===== src/rtl/mem_stage_dmem_ctrl_if.sv =====
// -----------------------------------------------------------------------------
// mem_stage_dmem_ctrl_if
//   Data-memory request/response bus between the MEM-stage controller
//   (master) and the data cache (slave).
//
//   Handshake: the master raises exactly one of dmem_read_o/dmem_write_o
//   together with dmem_addr_o/dmem_mbe_o/dmem_wdata_o and holds all of them
//   stable every cycle until it samples dmem_resp_i high on a clock edge. At
//   that edge the strobe drops. dmem_resp_i is a one-cycle pulse, and
//   dmem_rdata_i is meaningful only while dmem_resp_i is high.
//
//   Signals:
//     dmem_read_o   master->slave  read request strobe
//     dmem_write_o  master->slave  write request strobe
//     dmem_addr_o   master->slave  word-aligned byte address
//     dmem_mbe_o    master->slave  byte enables
//     dmem_wdata_o  master->slave  lane-shifted store data
//     dmem_rdata_i  slave->master  read data
//     dmem_resp_i   slave->master  completion pulse
// -----------------------------------------------------------------------------
interface mem_stage_dmem_ctrl_if #(
    parameter int ADDR_W = 32
);
    logic              dmem_read_o;
    logic              dmem_write_o;
    logic [ADDR_W-1:0] dmem_addr_o;
    logic [3:0]        dmem_mbe_o;
    logic [31:0]       dmem_wdata_o;
    logic [31:0]       dmem_rdata_i;
    logic              dmem_resp_i;

    modport master (
        output dmem_read_o, dmem_write_o, dmem_addr_o, dmem_mbe_o, dmem_wdata_o,
        input  dmem_rdata_i, dmem_resp_i
    );

    modport slave (
        input  dmem_read_o, dmem_write_o, dmem_addr_o, dmem_mbe_o, dmem_wdata_o,
        output dmem_rdata_i, dmem_resp_i
    );
endinterface


===== src/rtl/mem_stage_dmem_ctrl.sv =====
// -----------------------------------------------------------------------------
// mem_stage_dmem_ctrl
//   MEM-stage data-memory controller. Takes the registered EX/MEM contents,
//   issues one load or store per instruction to the data cache, stalls the
//   pipeline until the response arrives, and returns aligned and
//   sign/zero-extended load data toward MEM/WB.
//
//   Parameters:
//     ADDR_W        address width
//     RESP_TIMEOUT  BUSY cycles to wait for dmem_resp_i before aborting
//                   (0 = wait forever)
//
//   Optional build macro:
//     MEM_MISALIGN_TRAP_EN  when defined, misaligned H/HU/W accesses raise
//                           misalign_o and are not issued; when undefined
//                           misalign_o is 0 and low offset bits are ignored.
//
//   Ports:
//     clk, rst                      clock, synchronous active-high reset
//     ex_valid_i, mem_read_i,
//     mem_write_i, funct3_i,
//     alu_out_i, rs2_out_i          EX/MEM register contents
//     dmem                          data-cache bus (master side)
//     stall_o                       hold PC/IF/ID/EX/EX_MEM registers
//     load_data_o, load_valid_o     extended load result and its update pulse
//     misalign_o                    misaligned access flag
//     timeout_o                     one-cycle pulse on response timeout
//     dbg_state_o                   current FSM state (IDLE=0, BUSY=1, DONE=2)
// -----------------------------------------------------------------------------
module mem_stage_dmem_ctrl #(
    parameter int ADDR_W       = 32,
    parameter int RESP_TIMEOUT = 0
) (
    input  logic              clk,
    input  logic              rst,
    input  logic              ex_valid_i,
    input  logic              mem_read_i,
    input  logic              mem_write_i,
    input  logic [2:0]        funct3_i,
    input  logic [ADDR_W-1:0] alu_out_i,
    input  logic [31:0]       rs2_out_i,
    mem_stage_dmem_ctrl_if.master dmem,
    output logic              stall_o,
    output logic [31:0]       load_data_o,
    output logic              load_valid_o,
    output logic              misalign_o,
    output logic              timeout_o,
    output logic [1:0]        dbg_state_o
);

    typedef enum logic [1:0] {IDLE = 2'd0, BUSY = 2'd1, DONE = 2'd2} state_t;

    state_t      state, state_next;
    logic        acc, accept, tmo_hit;
    logic        is_byte, is_half;
    logic [1:0]  off;
    logic [3:0]  req_mbe;
    logic [31:0] req_wdata;

    // Captured access attributes, used while BUSY/DONE.
    logic [1:0]  off_q;
    logic [2:0]  f3_q;
    logic        is_load_q;
    logic        timed_out_q;
    logic [31:0] tmo_cnt;

    logic [7:0]  ext_byte;
    logic [15:0] ext_half;
    logic [31:0] load_ext;

    // A write wins when both read and write are set.
    assign acc     = ex_valid_i & (mem_read_i | mem_write_i);
    assign off     = alu_out_i[1:0];
    // funct3[1:0]: 00 byte, 01 half, anything else is a word access.
    assign is_byte = (funct3_i[1:0] == 2'b00);
    assign is_half = (funct3_i[1:0] == 2'b01);

`ifdef MEM_MISALIGN_TRAP_EN
    logic mis_acc;
    assign mis_acc    = (is_half & off[0]) | (~is_byte & ~is_half & (off != 2'b00));
    assign misalign_o = (state == IDLE) & acc & mis_acc;
    assign accept     = (state == IDLE) & acc & ~mis_acc;
`else
    assign misalign_o = 1'b0;
    assign accept     = (state == IDLE) & acc;
`endif

    // Lane placement: half accesses use off[1] only, word accesses ignore off.
    always_comb begin
        req_mbe   = 4'b1111;
        req_wdata = rs2_out_i;
        if (is_byte) begin
            req_mbe   = 4'b0001 << off;
            req_wdata = rs2_out_i << {off, 3'b000};
        end else if (is_half) begin
            req_mbe   = off[1] ? 4'b1100 : 4'b0011;
            req_wdata = off[1] ? {rs2_out_i[15:0], 16'h0000} : rs2_out_i;
        end
    end

    // Load extraction from the response word using the captured offset/size.
    always_comb begin
        case (off_q)
            2'd0:    ext_byte = dmem.dmem_rdata_i[7:0];
            2'd1:    ext_byte = dmem.dmem_rdata_i[15:8];
            2'd2:    ext_byte = dmem.dmem_rdata_i[23:16];
            default: ext_byte = dmem.dmem_rdata_i[31:24];
        endcase
        ext_half = off_q[1] ? dmem.dmem_rdata_i[31:16] : dmem.dmem_rdata_i[15:0];
        case (f3_q[1:0])
            2'b00:   load_ext = {{24{~f3_q[2] & ext_byte[7]}}, ext_byte};
            2'b01:   load_ext = {{16{~f3_q[2] & ext_half[15]}}, ext_half};
            default: load_ext = dmem.dmem_rdata_i;
        endcase
    end

    // Timeout fires after RESP_TIMEOUT BUSY cycles without a response;
    // a response in the same cycle takes priority.
    assign tmo_hit = (RESP_TIMEOUT > 0) && (tmo_cnt == 32'(RESP_TIMEOUT - 1))
                     && !dmem.dmem_resp_i;

    always_ff @(posedge clk) begin
        if (rst) state <= IDLE;
        else     state <= state_next;
    end

    always_comb begin
        state_next = state;
        stall_o    = 1'b0;
        case (state)
            IDLE: begin
                stall_o = accept;
                if (accept) state_next = BUSY;
            end
            BUSY: begin
                stall_o = 1'b1;
                if (dmem.dmem_resp_i || tmo_hit) state_next = DONE;
            end
            // EX/MEM advances here; the next instruction is seen in IDLE.
            DONE:    state_next = IDLE;
            default: state_next = IDLE;
        endcase
    end

    always_ff @(posedge clk) begin
        if (rst) begin
            dmem.dmem_read_o  <= 1'b0;
            dmem.dmem_write_o <= 1'b0;
            dmem.dmem_addr_o  <= '0;
            dmem.dmem_mbe_o   <= 4'b0000;
            dmem.dmem_wdata_o <= 32'h0;
            load_data_o       <= 32'h0;
            off_q             <= 2'b00;
            f3_q              <= 3'b000;
            is_load_q         <= 1'b0;
            timed_out_q       <= 1'b0;
            tmo_cnt           <= 32'h0;
        end else if (accept) begin
            dmem.dmem_read_o  <= ~mem_write_i;
            dmem.dmem_write_o <= mem_write_i;
            dmem.dmem_addr_o  <= {alu_out_i[ADDR_W-1:2], 2'b00};
            dmem.dmem_mbe_o   <= req_mbe;
            dmem.dmem_wdata_o <= req_wdata;
            off_q             <= off;
            f3_q              <= funct3_i;
            is_load_q         <= ~mem_write_i;
            timed_out_q       <= 1'b0;
            tmo_cnt           <= 32'h0;
        end else if (state == BUSY) begin
            if (dmem.dmem_resp_i) begin
                dmem.dmem_read_o  <= 1'b0;
                dmem.dmem_write_o <= 1'b0;
                if (is_load_q) load_data_o <= load_ext;
            end else if (tmo_hit) begin
                dmem.dmem_read_o  <= 1'b0;
                dmem.dmem_write_o <= 1'b0;
                timed_out_q       <= 1'b1;
            end else begin
                tmo_cnt <= tmo_cnt + 32'd1;
            end
        end
    end

    assign load_valid_o = (state == DONE) & is_load_q & ~timed_out_q;
    assign timeout_o    = (state == DONE) & timed_out_q;
    assign dbg_state_o  = state;

endmodule


===== src/flat_wrapper.sv =====
// flat-port wrapper written by rule: the top's interface ports become plain ports
module mem_stage_dmem_ctrl_flat 
#(
    parameter int ADDR_W       = 32,
    parameter int RESP_TIMEOUT = 0
)
  (clk, rst, ex_valid_i, mem_read_i, mem_write_i, funct3_i, alu_out_i, rs2_out_i, stall_o, load_data_o, load_valid_o, misalign_o, timeout_o, dbg_state_o, dmem_dmem_read_o, dmem_dmem_write_o, dmem_dmem_addr_o, dmem_dmem_mbe_o, dmem_dmem_wdata_o, dmem_dmem_rdata_i, dmem_dmem_resp_i);
  mem_stage_dmem_ctrl_if #(.ADDR_W(ADDR_W)) dmem_i ();
  input  logic clk;
  input  logic rst;
  input  logic ex_valid_i;
  input  logic mem_read_i;
  input  logic mem_write_i;
  input  logic [2:0] funct3_i;
  input  logic [ADDR_W-1:0] alu_out_i;
  input  logic [31:0] rs2_out_i;
  output logic stall_o;
  output logic [31:0] load_data_o;
  output logic load_valid_o;
  output logic misalign_o;
  output logic timeout_o;
  output logic [1:0] dbg_state_o;
  output wire logic [$bits(dmem_i.dmem_read_o)-1:0] dmem_dmem_read_o;
  output wire logic [$bits(dmem_i.dmem_write_o)-1:0] dmem_dmem_write_o;
  output wire logic [$bits(dmem_i.dmem_addr_o)-1:0] dmem_dmem_addr_o;
  output wire logic [$bits(dmem_i.dmem_mbe_o)-1:0] dmem_dmem_mbe_o;
  output wire logic [$bits(dmem_i.dmem_wdata_o)-1:0] dmem_dmem_wdata_o;
  input wire logic [$bits(dmem_i.dmem_rdata_i)-1:0] dmem_dmem_rdata_i;
  input wire logic [$bits(dmem_i.dmem_resp_i)-1:0] dmem_dmem_resp_i;
  assign dmem_dmem_read_o = dmem_i.dmem_read_o;
  assign dmem_dmem_write_o = dmem_i.dmem_write_o;
  assign dmem_dmem_addr_o = dmem_i.dmem_addr_o;
  assign dmem_dmem_mbe_o = dmem_i.dmem_mbe_o;
  assign dmem_dmem_wdata_o = dmem_i.dmem_wdata_o;
  assign dmem_i.dmem_rdata_i = dmem_dmem_rdata_i;
  assign dmem_i.dmem_resp_i = dmem_dmem_resp_i;
  mem_stage_dmem_ctrl #(.ADDR_W(ADDR_W), .RESP_TIMEOUT(RESP_TIMEOUT)) u_core (.clk(clk), .rst(rst), .ex_valid_i(ex_valid_i), .mem_read_i(mem_read_i), .mem_write_i(mem_write_i), .funct3_i(funct3_i), .alu_out_i(alu_out_i), .rs2_out_i(rs2_out_i), .dmem(dmem_i), .stall_o(stall_o), .load_data_o(load_data_o), .load_valid_o(load_valid_o), .misalign_o(misalign_o), .timeout_o(timeout_o), .dbg_state_o(dbg_state_o));
endmodule

===== config.mk =====
export PLATFORM = sky130hd
export DESIGN_NAME = mem_stage_dmem_ctrl_flat
export DESIGN_NICKNAME = d
export VERILOG_FILES = /design/src/rtl/mem_stage_dmem_ctrl_if.sv /design/src/rtl/mem_stage_dmem_ctrl.sv /design/src/flat_wrapper.sv
export SDC_FILE = /design/constraint.sdc
export NUM_CORES = 1
export LEC_CHECK = 0
export CAP_MARGIN = 30
export CORE_UTILIZATION = 47
export CTS_CLUSTER_SIZE = 30
export DETAILED_ROUTE_END_ITERATION = 8
export PLACE_DENSITY = 0.86
export SETUP_SLACK_MARGIN = 0.02
export SLEW_MARGIN = 20
export SYNTH_ARGS = -nofsm -noshare
export SYNTH_HDL_FRONTEND = slang
export SYNTH_SLANG_ARGS = --single-unit

===== constraint.sdc =====
create_clock -name clk -period 2.3 [get_ports clk]
set_input_delay 0.23 -clock clk [delete_from_list [all_inputs] [get_ports clk]]
set_output_delay 0.23 -clock clk [all_outputs]
set_load 0.02 [all_outputs]

==> results.tsv, run 1 <==
stage	metric	value	unit
synth	netlist_instances	643	
cells_and_area	multi_input_area	2820	sq um
setup_path	crit_arrival	1.71	ns
placed_design	place_hpwl	12500	microns
die	die_h	108	microns
cells_and_area	n_antenna_cell	0	
sta	fmax	515	MHz
synth	synthArstFlopShare	0	%
worst_hold_path	hp-class	primary input to flop	
sta	drv_slew	0	
clock_network	clk_latency	0.34	ns
synth	synthFlopType	dfxtp_1	
sta	skew	0.00928	ns
synth	ys_seq_area_share	40.6	%
setup_path	worst-path-max-fanout	5	
die	die_w	108	microns
setup_path	slowest_delay	0.63	ns
sta	finalCritPeriodShare	84.4	%
global_route	antenna_found_initial	0	
setup_path	cpMaxStageDelayCell	clkdlybuf4s50_1	
sta	grt_setup_unrepaired	no	
synth	synth_top_area_share	40.6	%
placed_design	io_buffers	208	
sta	fin_setup_tns	0	ns
worst_hold_path	min_from	rst	
worst_hold_path	hold_end	u_core.f3_q[2]	
setup_path	cp-end-kind	output port	
placed_design	place_congestion	0.909	
setup_path	path_buf_inv	2	
cells_and_area	register_area	2160	sq um
sta	relSlewSlack	51.2	%
cells_and_area	area_growth	46.4	%
setup_path	crit_type	flop to output port	
global_route	grt_max_degree	48	
pwr	p_per_area	601	nW/um^2
setup_path	cp_top_family	buffers and inverters	
setup_path	start_kind	flop	
setup_path	reg2reg_slack	0.45	ns
global_route	grt_pass1_vias	5533	
clock_network	htree_levels	3	
clock_network	cts_resized	0	
synth	synth_edf_count	0	
clock_network	root_buffer	clkbuf_16	
detailed_routing	drt_iter0_drc	497	
clock_network	cts_tree	yes	
clock_network	clk_path_buf_depth	2	
synth	synth_area_leaders	dfxtp_1 (41%), nand2_1 (7.1%), nor2_1 (5.4%), a21oi_1 (5.3%), a22o_1 (4.9%)	
die	die_area	11800	sq um
detailed_routing	post_drt_wl_per_cell	18.1	microns
sta	setup_viol	0	
cells_and_area	nFillCells	831	
synth	syn-cell-area	5320	sq um
setup_path	rr_startpoint	u_core.dbg_state_o[0]	
synth	synth_top_area_cell	dfxtp_1	
clock_network	numClockSinks	108	
worst_hold_path	whs_path_depth	2	
detailed_routing	num_vias	5779	
setup_path	crit_chain	inv_1 -> a21oi_1 -> clkdlybuf4s50_1	
global_route	grt_usage	29.7	%
detailed_routing	ant_nets	0	
synth	yosys_register_bits	108	
clock_network	postCtsSetupRepairBufs	0	
pwr	total_power	4680	uW
clock_network	cts_buffers	9	
synth	yosysUniqueCellTypes	46	
sta	worst-slew-pin-transition	0.730	ns
clock_network	cts.clk_slew.worst_paths	0.08	ns
global_route	gr-total-overflow	0	
synth	ys_warn_count	0	
flow_run	drv_cap	0	
detailed_routing	drtPass1Iterations	5	
cells_and_area	final_nets	931	
sta	min_period	1.94	ns
die	io_pins	213	
cells_and_area	layout-drive-gt1-share	6.62	%
detailed_routing	wl	17500	microns
global_route	grt_pass1_wl	27500	microns
pwr	leakage	0.00279	uW
detailed_routing	drc	0	
clock_network	cts.hold.buffers_added	0	
die	start_util	48.7	%
setup_path	reg2reg_depth	4	
detailed_routing	viasPerCell	5.95	
outcome	status	complete, no violations	
setup_path	reg2reg_to	u_core.load_data_o[17]	
pwr	peakVddDrop	0.389	mV
die	core-area	10900	sq um
die	rows	38	
setup_path	crit_required	2.07	ns
sta	report.final.hold_viol_count	0	
synth	synth_area_per_cell	8.28	sq um
-- synth_stat cells, types with 2 or more instances --
library cell / number
a21o_1: 4
nor2_1: 76
a311oi_1: 9
nor2b_1: 3
and3_1: 8
buf_2: 24
nor3_1: 13
nand3b_1: 9
inv_1: 12
or2_1: 2
o21ai_0: 2
mux4_2: 6
nand2_1: 100
a211oi_1: 34
a2111oi_1: 5
or3_1: 2
buf_6: 2
o21a_1: 2
a21oi_1: 56
a221oi_1: 9
nor3b_1: 3
o22ai_1: 15
nand2b_1: 10
a22o_1: 30
nand3_1: 9
o21bai_1: 7
mux2i_1: 17
o31ai_1: 8
clkbuf_1: 28
buf_4: 8
dfxtp_1: 108
a22oi_1: 8
-- cell usage in the layout, fill, tap and decap left out, types with 2 or more instances in the layout --
cell	synthesis	layout
a2111oi_1	5	5
a211oi_1	34	34
a21o_1	4	4
a21oi_1	56	56
a221oi_1	9	9
a22o_1	30	30
a22oi_1	8	8
a311oi_1	9	9
and3_1	8	8
buf_12	0	3
buf_4	8	22
clkbuf_16	0	9
clkdlybuf4s50_1	0	207
clkinv_4	0	2
conb_1	1	4
dfxtp_1	108	108
inv_1	12	12
mux2i_1	17	17
mux4_2	6	6
nand2_1	100	100
nand2b_1	10	10
nand3_1	9	9
nand3b_1	9	9
nor2_1	76	75
nor2b_1	3	3
nor3_1	13	13
nor3b_1	3	3
o21a_1	2	2
o21ai_0	2	2
o21bai_1	7	7
o22ai_1	15	15
o31ai_1	8	8
or2_1	2	2
-- worst max path at each step --
stage / start / end / slack, ns / cells after the start
2_1_floorplan: u_core.dbg_state_o[0] / u_core.load_data_o[21] / 0.70 / 6
3_3_place_gp: mem_write_i / u_core.dmem.dmem_wdata_o[25] / 0.20 / 6
3_5_place_dp: mem_write_i / u_core.dmem.dmem_wdata_o[31] / 0.1 / 6
4_1_cts: u_core.dbg_state_o[0] / stall_o / 0.36 / 3
5_1_grt: u_core.dbg_state_o[0] / stall_o / 0.27 / 3
6_report: u_core.dbg_state_o[0] / stall_o / 0.36 / 3
-- layout make-up --
type	count	area share, %
sequential	108	27.8
clock inverter	5	0.578
clock buffer	11	3.12
tap	140	2.25
inverter	13	0.626
multi-input combinational	462	36.2
timing repair buffer	232	29.5
-- worst reg2reg max path, cell delays in order, from the launching register on --
cell	delay [ns]
dfxtp_1	0.49
nand3b_4	0.15
or2_1	0.41
a31oi_4	0.49
a211oi_1	0.17
-- state kept, by name (all words and copies together), names as in the netlist --
name,flops
u_core.is_load_q,1
u_core.off_q,2
u_core.f3_q,3
u_core.dmem.dmem_mbe_o,4
u_core.load_data_o,32
u_core.dmem.dmem_write_o,1
u_core.dmem.dmem_addr_o,30
u_core.dbg_state_o,2
u_core.dmem.dmem_read_o,1
u_core.dmem.dmem_wdata_o,32
-- routing by layer --
metal | wire, microns | vias to the layer above | track usage [%]
li1 | - | 2672 | -
met1 | 6910 | 2725 | 36.4
met2 | 8300 | 324 | 48.6
met3 | 1750 | 58 | 7.05
met4 | 581 | 0 | 14.6
met5 | 0 | - | 0
-- per-stage QoR --
| stage | hold WS (ns) | setup WS, ns | cell area (sq um) | cells | util (%) |
|---|---|---|---|---|---|
| 2_1_floorplan | 0.366 | 0.696 | 5330 | 646 | - |
| 3_3_place_gp | 0.442 | 0.201 | 7500 | 955 | 68.6 |
| 3_5_place_dp | 0.445 | 0.0954 | 7500 | 955 | 68.6 |
| 4_1_cts | 0.335 | 0.364 | 7790 | 971 | 71.2 |
| 5_1_grt | 0.354 | 0.274 | 7790 | 971 | 71.2 |
| 6_report | 0.335 | 0.359 | 7790 | 971 | 71.2 |
-- cells by family (layout without fill, tap and decap cells) --
logic type / after synthesis / after routing / share of synthesized area (%)
simple gates: 239 / 239 / 20.0
buf+inv: 76 / 261 / 6.77
flops: 108 / 108 / 40.6
compound gates: 194 / 194 / 26.1
mux: 25 / 25 / 6.44
other cells: 1 / 4 / 0.0705
-- power breakdown --
part | switching, uW | internal [uW]
clock | 737 | 782
sequential | 68.2 | 1970
combinational | 580 | 541
(Power assumes the default switching activity.)
==> run 2: changes to the inputs <==
--- a/config.mk
+++ b/config.mk
@@ -6,10 +6,10 @@
 export NUM_CORES = 1
 export LEC_CHECK = 0
 export CAP_MARGIN = 30
-export CORE_UTILIZATION = 47
+export CORE_UTILIZATION = 44
 export CTS_CLUSTER_SIZE = 30
 export DETAILED_ROUTE_END_ITERATION = 8
-export PLACE_DENSITY = 0.86
+export PLACE_DENSITY = 0.81
 export SETUP_SLACK_MARGIN = 0.02
 export SLEW_MARGIN = 20
 export SYNTH_ARGS = -nofsm -noshare
==> constraint.sdc (replaced) <==
create_clock -name clk -period 1.8 [get_ports clk]
set_input_delay 0.18 -clock clk [delete_from_list [all_inputs] [get_ports clk]]
set_output_delay 0.18 -clock clk [all_outputs]
set_load 0.02 [all_outputs]
==> run 2 against run 1 <==
Compared with the run above:
- the flow now finishes with violations (design-rule violations)
- sequential power increased by 27%
- sequential cell count unchanged
- first-iteration DRC count increased by 2.2%
- via count increased by 0.14%
- power increased by 32%
- combinational power increased by 35%
- hold slack got worse by 0.035 ns
- worst setup slack got worse by 0.28 ns
- clock skew decreased by 0.0014 ns
- die area increased by 6.7%
- critical path type is now primary input to flop
- largest cell class unchanged
- largest power group unchanged
==> results.tsv, run 2 (synthesis results as in run 1) <==
stage	metric	value	unit	change
sta	drv_slew	0		unchanged
detailed_routing	drc	12		+12
pwr	power.internal	4430	uW	+35%
cells_and_area	final_util	70.0	%	-1.2 points
die	io_pins	213		unchanged
cells_and_area	layout-drive-gt1-share	10.8	%	+4.2 points
global_route	grt_pass1_wl	28700	microns	+4.3%
cells_and_area	nFillCells	914		+10%
sta	min_period	1.72	ns	
detailed_routing	ant_nets	0		unchanged
global_route	grtUsageMet2	48.0	%	-0.69 points
setup_path	rr_startpoint	u_core.dbg_state_o[0]		
die	core-area	11600	sq um	+6.2%
setup_path	crit_arrival	2.02	ns	+0.31 ns
clock_network	cts.clk_slew.worst_paths	0.07	ns	about the same
pwr	swShare	28.1	%	-1.5 points
global_route	grt_usage	28.9	%	-0.78 points
die	die_w	112	microns	+3.3%
cells_and_area	register_area	2170	sq um	+0.17%
die	die_area	12500	sq um	+6.7%
placed_design	place_inst	995		+4.2%
clock_network	cts.hold.buffers_added	0		unchanged
cells_and_area	final_nets	968		+4.0%
sta	grt_setup_unrepaired	no		
sta	finalCritPeriodShare	95.3	%	
setup_path	crit_chain	clkdlybuf4s50_1 -> o21ai_1 -> or3_2 -> buf_12 -> a2111oi_1 -> a22o_1		
sta	skew	0.00789	ns	-0.00139 ns
pwr	p_comb_share	24.5	%	+0.5 points
clock_network	numClockSinks	108		unchanged
global_route	gr-total-overflow	0		unchanged
setup_path	crit_type	primary input to flop		
clock_network	postCtsSetupRepairBufs	0		unchanged
cells_and_area	area_growth	52.9	%	
clock_network	clk_path_buf_depth	2		unchanged
detailed_routing	num_vias	5787		+0.14%
global_route	use_met3	8.17	%	+1.1 points
clock_network	htree_levels	3		unchanged
worst_hold_path	min_from	rst		
clock_network	root_buffer	clkbuf_16		
detailed_routing	drt_iter0_drc	508		+2.2%
die	rows	39		+2.6%
setup_path	cp_top_family	buffers and inverters		
sta	setup_viol	0		unchanged
cells_and_area	n_antenna_cell	0		unchanged
clock_network	cts_tree	yes		
detailed_routing	viasPerCell	5.72		-3.8%
worst_hold_path	hold_end	u_core.load_data_o[30]		
global_route	antenna_found_initial	0		unchanged
setup_path	reg2reg_slack	0.11	ns	-0.34 ns
setup_path	reg2reg_depth	4		unchanged
cells_and_area	mostFrequentLayoutCells	clkdlybuf4s50_1 (204), dfxtp_1 (105), nand2_1 (100)		
worst_hold_path	hp-class	primary input to flop		
setup_path	slowest_delay	0.51	ns	-0.12 ns
pwr	p_clk_share	33.3	%	+0.8 points
outcome	status	complete, but fails checks		
setup_path	cp-end-kind	flop		
pwr	p_seq_share	42.2	%	-1.4 points
sta	report.final.hold_viol_count	0		unchanged
cells_and_area	final_common_cell	clkdlybuf4s50_1		
placed_design	place_congestion	0.926		+1.8%
worst_hold_path	whs_path_depth	2		unchanged
pwr	leakage	0.00301	uW	+8.2%
outcome	failed_checks	design-rule violations		
global_route	grtUsageMet1	34.7	%	-1.7 points
setup_path	reg2reg_to	u_core.dmem.dmem_wdata_o[24]		
detailed_routing	drtPass1Iterations	7		+2
clock_network	cts_buffers	9		unchanged
cells_and_area	fin_cells	1011		+4.1%
global_route	grt_busiest_layer	met2		
placed_design	place_hpwl	13500	microns	+7.9%
setup_path	crit_required	2.10	ns	+0.03 ns
setup_path	path_buf_inv	2		unchanged
setup_path	worst-path-max-fanout	24		+19
global_route	grt_max_degree	45		-6.3%
pwr	peakVddDrop	0.584	mV	+50%
setup_path	start_kind	primary input		
setup_path	cpMaxStageDelayCell	clkdlybuf4s50_1		
sta	fmax	583	MHz	
detailed_routing	wl	17900	microns	+2.3%
cells_and_area	top_regs	u_core.dmem.dmem_wdata_o x32, u_core.load_data_o x32, u_core.dmem.dmem_addr_o x30		
die	start_util	45.8	%	-2.8 points
die	die_h	112	microns	+3.3%
flow_run	drv_cap	0		unchanged
cells_and_area	multi_input_area	2820	sq um	unchanged
global_route	grt_pass1_vias	5831		+5.4%
detailed_routing	post_drt_wl_per_cell	17.7	microns	-1.7%
clock_network	clk_latency	0.36	ns	+0.02 ns
pwr	p_per_area	758	nW/um^2	+26%
pwr	power.switching	1730	uW	+25%
placed_design	io_buffers	208		unchanged
==> run 2: worst max-delay path by stage <==
| stage | from | to | slack, ns | cells after the start |
|---|---|---|---|---|
| finish | mem_write_i | u_core.dmem.dmem_wdata_o[24] | 0.08 | 6 |
| detailed placement | mem_write_i | u_core.dmem.dmem_wdata_o[24] | -0.26 | 6 |
| CTS | u_core.dbg_state_o[0] | load_valid_o | 0.02 | 3 |
| global route | mem_write_i | u_core.dmem.dmem_wdata_o[24] | 0.02 | 6 |
| floorplan | u_core.dbg_state_o[0] | u_core.load_data_o[21] | 0.20 | 6 |
| global placement | mem_write_i | u_core.dmem.dmem_wdata_o[25] | -0.16 | 6 |
==> run 2: cell type report <==
type,count,share of cell area (%)
repair buffers,269,32.2
multi-input cells,462,34.7
flip-flops and latches,108,26.6
clock inverters,3,0.538
clock buffers,13,3.20
inverters,13,0.600
well taps,143,2.20
==> run 2: what timing repair did <==
action	4_1_cts	5_1_grt
setup endpoints to repair	3	11
resized for setup	3	4
endpoints found under the hold margin	0	0
pin swaps	0	0
==> run 2: stage by stage <==
| step | power (uW) | instance area (sq um) | hold slack (ns) | setup WS (ns) | TNS (ns) |
|---|---|---|---|---|---|
| 3_3_place_gp | 4110 | 7820 | 0.440 | -0.161 | -3.75 |
| 3_5_place_dp | 4150 | 7820 | 0.448 | -0.264 | -6.46 |
| 2_1_floorplan | 3380 | 5330 | 0.316 | 0.196 | 0 |
| 4_1_cts | 6180 | 8130 | 0.287 | 0.0203 | 0 |
| 6_report | 6170 | 8130 | 0.300 | 0.0838 | 0 |
| 5_1_grt | 6390 | 8130 | 0.332 | 0.0238 | 0 |
==> run 2: metal layers <==
layer / vias up / part of all wire [%]
li1: 2739 / -
met1: 2716 / 40
met2: 283 / 47
met3: 49 / 9.3
met4: 0 / 2.9
met5: - / 0
==> run 2: power groups by stage <==
| stage | Combinational, uW | Sequential (uW) | Clock (uW) |
|---|---|---|---|
| global route | 1610 | 2620 | 2160 |
| global placement | 1460 | 2650 | 0 |
| CTS | 1500 | 2600 | 2080 |
| detailed placement | 1500 | 2650 | 0 |
| finish | 1510 | 2600 | 2050 |
| floorplan | 592 | 2790 | 0 |
==> run 3: changes to the inputs <==
--- a/config.mk
+++ b/config.mk
@@ -11,7 +11,6 @@
 export DETAILED_ROUTE_END_ITERATION = 8
 export PLACE_DENSITY = 0.81
 export SETUP_SLACK_MARGIN = 0.02
-export SLEW_MARGIN = 20
 export SYNTH_ARGS = -nofsm -noshare
 export SYNTH_HDL_FRONTEND = slang
 export SYNTH_SLANG_ARGS = --single-unit
==> results of run 3 <==
Same layout as run 2: the final DEF is identical, and so are final timing and power.
